===== config.mk =====
export PLATFORM = sky130hd
export DESIGN_NAME = muller_c_cover_harness
export DESIGN_NICKNAME = d
export VERILOG_FILES = /design/src/rtl/muller_c_cover_harness.sv
export SDC_FILE = /design/constraint.sdc
export NUM_CORES = 1
export LEC_CHECK = 0
export BUFFER_PORTS_ARGS = -buffer_cell sky130_fd_sc_hd__buf_2
export CAP_MARGIN = 20
export CORE_UTILIZATION = 56
export DETAILED_ROUTE_END_ITERATION = 8
export MAX_ROUTING_LAYER = met4
export PLACE_DENSITY = 0.82
export SYNTH_ARGS = -nofsm -noshare
export SYNTH_HDL_FRONTEND = slang
export SYNTH_SLANG_ARGS = --single-unit
export TNS_END_PERCENT = 20

===== constraint.sdc =====
create_clock -name wb_clk_i -period 4.2 [get_ports wb_clk_i]
set_clock_uncertainty 0.05 [all_clocks]
set_input_delay 0.21 -clock wb_clk_i [delete_from_list [all_inputs] [get_ports wb_clk_i]]
set_output_delay 0.21 -clock wb_clk_i [all_outputs]
set_load 0.01 [all_outputs]

===== src/rtl/muller_c_cover_harness.sv =====
// ============================================================================
// Module   : muller_c_cover_harness
// Brief    : Clocked 3-input and 2-input Muller C-elements with sticky cover
//            flags, saturating transition counters and a sticky self-check.
// Revision : 1.0 - initial release
// ============================================================================
`default_nettype none

module muller_c_cover_harness #(
  parameter int   CNT_W   = 8,
  parameter logic C3_INIT = 1'b0,
  parameter logic C2_INIT = 1'b0
) (
  input  logic             wb_clk_i,
  input  logic             wb_rst_i,
  input  logic [5:0]       io_in,
  output logic             c3_out,
  output logic             c2_out,
  output logic [3:0]       cov_flags,
  output logic [CNT_W-1:0] c3_trans,
  output logic [CNT_W-1:0] c2_trans,
  output logic             err
);

  logic             r_c3;
  logic             r_c2;
  logic [3:0]       r_cov;
  logic [CNT_W-1:0] r_c3_trans;
  logic [CNT_W-1:0] r_c2_trans;
  logic             r_err;

  // Self-check history: previous outputs, the inputs that produced the
  // current outputs, and an enable that skips the first post-reset cycle.
  logic             r_c3_d;
  logic             r_c2_d;
  logic [5:0]       r_in_d;
  logic             r_chk_en;

  logic             w_freeze;
  logic             w_c3_nxt;
  logic             w_c2_nxt;
  logic             w_c3_rise;
  logic             w_c3_fall;
  logic             w_c2_rise;
  logic             w_c2_fall;
  logic             w_c3_bad;
  logic             w_c2_bad;

  assign w_freeze = io_in[5];

  always_comb begin
    w_c3_nxt = r_c3;
    w_c2_nxt = r_c2;
    if (!w_freeze) begin
      if (&io_in[2:0])       w_c3_nxt = 1'b1;
      else if (~|io_in[2:0]) w_c3_nxt = 1'b0;
      if (&io_in[4:3])       w_c2_nxt = 1'b1;
      else if (~|io_in[4:3]) w_c2_nxt = 1'b0;
    end
  end

  assign w_c3_rise = ~r_c3 &  w_c3_nxt;
  assign w_c3_fall =  r_c3 & ~w_c3_nxt;
  assign w_c2_rise = ~r_c2 &  w_c2_nxt;
  assign w_c2_fall =  r_c2 & ~w_c2_nxt;

  // A change is legal only if the inputs that caused it were unanimous at
  // the new value and the element was not frozen.
  always_comb begin
    w_c3_bad = 1'b0;
    w_c2_bad = 1'b0;
    if (r_c3 != r_c3_d)
      w_c3_bad = r_in_d[5] | (r_in_d[2:0] != {3{r_c3}});
    if (r_c2 != r_c2_d)
      w_c2_bad = r_in_d[5] | (r_in_d[4:3] != {2{r_c2}});
  end

  always_ff @(posedge wb_clk_i) begin
    if (wb_rst_i) begin
      r_c3       <= C3_INIT;
      r_c2       <= C2_INIT;
      r_cov      <= 4'b0000;
      r_c3_trans <= '0;
      r_c2_trans <= '0;
      r_err      <= 1'b0;
      r_c3_d     <= C3_INIT;
      r_c2_d     <= C2_INIT;
      r_in_d     <= 6'b000000;
      r_chk_en   <= 1'b0;
    end else begin
      r_c3     <= w_c3_nxt;
      r_c2     <= w_c2_nxt;
      r_cov    <= r_cov | {w_c2_fall, w_c2_rise, w_c3_fall, w_c3_rise};
      if ((w_c3_rise | w_c3_fall) && !(&r_c3_trans))
        r_c3_trans <= r_c3_trans + 1'b1;
      if ((w_c2_rise | w_c2_fall) && !(&r_c2_trans))
        r_c2_trans <= r_c2_trans + 1'b1;
      if (r_chk_en && (w_c3_bad || w_c2_bad))
        r_err <= 1'b1;
      r_c3_d   <= r_c3;
      r_c2_d   <= r_c2;
      r_in_d   <= io_in;
      r_chk_en <= 1'b1;
    end
  end

  assign c3_out    = r_c3;
  assign c2_out    = r_c2;
  assign cov_flags = r_cov;
  assign c3_trans  = r_c3_trans;
  assign c2_trans  = r_c2_trans;
  assign err       = r_err;

endmodule

`default_nettype wire


==> impl_metrics.yaml <==
route:
  drt-wirelength-per-cell_um: 13.4
  vias: 1193
  drt_first_pass_iters: 4
  drtIter0Drc: 28
  vias_per_cell: 5.74
  postRouteAntennaNets: 0
  wirelength_um: 2790
  drc: 0
setup_path:
  critPathKind: "reg -> reg"
  worst_ep_required_time_ns: 4.38
  critPathCaptureType: "flip-flop"
  startpoint_type: "flip-flop"
  crit_fanout: 5
  cp.arrival_ns: 2.64
logic_synthesis:
  yosysWarnings: 0
  seq_area_frac_synth: 0.475
  syn_avg_cell_area_sq_um: 9.11
  synth-main-ff-cell: "dfxtp_1"
  yosysTopAreaCell: "dfxtp_1"
  synthTopCellsByArea: "dfxtp_1 (47%), nor2_1 (7.0%), ha_1 (4.6%)"
  yosysTopAreaCellShare: 0.475
  synth_edf_count: 0
  syn_inst: 148
  synth_cell_types: 37
  async_flop_share: 0
  syn-num-nets: 161
  synth_area_sq_um: 1350
  synth-seq-cells: 32
global_route:
  use_met1: 0.283
  first_global_vias: 1073
  grt_max_degree: 28
  grt_pass1_wl_um: 4580
  met2_usage: 0.401
  grt_overflow: 0
  grt_busiest_layer: "met2"
  grt_usage: 0.249
  grt_use_met3: 0.0625
  antenna_found_initial: 0
power_and_ir_drop:
  power_frac_seq: 0.565
  peakVddDrop_uv: 287
  p_sw_mw: 0.142
  swShare: 0.245
  pwr-share-clk: 0.338
  internal_power_mw: 0.436
  p_leak_nw: 0.693
  power_density_nw_per_um2: 368
  power_frac_comb: 0.098
cells_and_area:
  antennaDiodeCount: 0
  nNetsFinal: 193
  utilization: 0.704
  n_fill_cell: 200
  area_delta_synth_final_pct: 16.5
  multiInputGateArea_sq_um: 639
  drive_above_1_share: 0.211
  regArea_sq_um: 641
placement:
  dp_hpwl_um: 2000
  gp_congestion: 0.840
  post-place-ws_ns: 1.78
  portBuffers: 30
floorplan:
  ios: 31
  fp.dieW_um: 51.1
  core_sq_um: 2230
  die_area_sq_um: 2610
  die_h_um: 51.1
  start_util: 0.604
  rows: 17
clock_tree:
  h-tree-depth: 2
  cts_buffers: 5
  clk_latency_ns: 0.33
  clk_path_buf_depth: 2
  postCtsSetupRepairBufs: 0
  hold_buffers: 0
  cts_tree: "built"
  root_buffer: "clkbuf_4"
  cts_resized: 0
  clock_sinks: 32
  cts.reportedPaths.clkPinSlew_ns: 0.10
timing:
  layout_worst_path_cycle_share: 0.586
  max_slew.worst_pin.slew_ns: 0.473
  setup_viol: 0
  final.setup.tns_ns: 0
  clock.fmax_mhz: 407
  fin_ws_ns: 1.74
  period_needed_ns: 2.46
  timing.slew.headroom: 0.685
  final_max_slew_viol_count: 0
  grt_setup_unrepaired: "no"
  hold_viol: 0
outcome:
  status: "completed"
run:
  maxCapViolations: 0
hold_path:
  hold_class: "in -> reg"
==> worst max-delay path: stages (launching register included) <==
cell     delay (ns)
dfxtp_1        0.36
inv_1          0.13
o21ai_0        0.10
a21oi_1        0.25
inv_1          0.07
ha_1           0.33
and4b_1        0.34
nand2_1        0.10
or4b_1         0.49
o211a_1        0.14
==> routing by layer <==
layer	share of wire	vias up	wire length [um]
li1	-	589	-
met1	0.44	567	1210
met2	0.50	32	1390
met3	0.048	5	134
met4	0.016	0	45
met5	0	-	0
==> cell type report <==
| class | count | area share |
|---|---|---|
| clock buffer | 7 | 0.0414 |
| inverter | 11 | 0.0263 |
| multi-input combinational | 100 | 0.407 |
| sequential | 32 | 0.408 |
| tap | 28 | 0.0223 |
| timing repair buffer | 30 | 0.0955 |
==> logic make-up (layout without fill, tap and decap cells) <==
family,Yosys count,in the layout,share of synthesized area
adder cells (fa/ha/maj),5,5,0.0464
flip-flops,32,32,0.475
multiplexers,2,2,0.0148
buffers and inverters,16,48,0.0510
AND/OR/NAND/NOR,55,55,0.213
AO/OA/AOI/OAI,33,33,0.167
XOR/XNOR,5,5,0.0325
==> Yosys cell counts (all sizes together), types with 2 or more instances <==
cell type / number
dfxtp: 32
nor2: 25
inv: 11
a21oi: 7
a31oi: 6
ha: 5
nor2b: 5
o21ai: 5
a211oi: 4
nand2: 4
nor3: 4
xnor2: 4
and4: 3
clkbuf: 3
nand2b: 3
nand3: 3
a41oi: 2
and4b: 2
buf: 2
mux2i: 2
o22ai: 2
==> cells in the final DEF (no fill, tap or decap), types with 4 or more instances in the layout <==
cell type and instances:
dfxtp_1 32, buf_2 30, o21ai_0 5, nand2_1 4
ha_1 5, nor2_1 25, a211oi_1 4, nor2b_1 5
inv_1 11, xnor2_1 4, a31oi_1 6, clkbuf_4 5
a21oi_1 7, nor3_1 4
==> through the flow <==
| step | cells | total power, mW | area (sq um) | hold slack, ns |
|---|---|---|---|---|
| floorplan | 148 | 0.370 | 1350 | 0.288 |
| global placement | 201 | 0.386 | 1510 | 0.378 |
| detailed placement | 201 | 0.390 | 1510 | 0.402 |
| CTS | 208 | 0.582 | 1570 | 0.0632 |
| global route | 208 | 0.601 | 1570 | 0.0828 |
| finish | 208 | 0.578 | 1570 | 0.0690 |
==> power groups by stage <==
stage               Combinational [mW]  Sequential [mW]  Clock [mW]
finish                          0.0564            0.326       0.195
global route                    0.0639            0.328       0.209
CTS                             0.0568            0.326       0.199
detailed placement              0.0565            0.333           0
global placement                0.0541            0.332           0
floorplan                       0.0343            0.335           0
==> registers in the layout, indices dropped and copies added (netlist names) <==
signal	cells
r_chk_en	1
c2_trans	8
r_c3_d	1
r_in_d	6
c3_out	1
cov_flags	4
c2_out	1
r_c2_d	1
err	1
c3_trans	8
==> final timing paths <==
kind	startpoint	endpoint	slack, ns	depth (start not counted)
hold / removal	io_in[3]	r_in_d[3]	0.07	3
setup / recovery	c2_out	c2_trans[7]	1.74	9
setup reg to reg	c2_out	c2_trans[7]	1.74	9
hold reg to reg	err	err	0.42	2
Note: power is estimated with default switching activity, not from simulation.
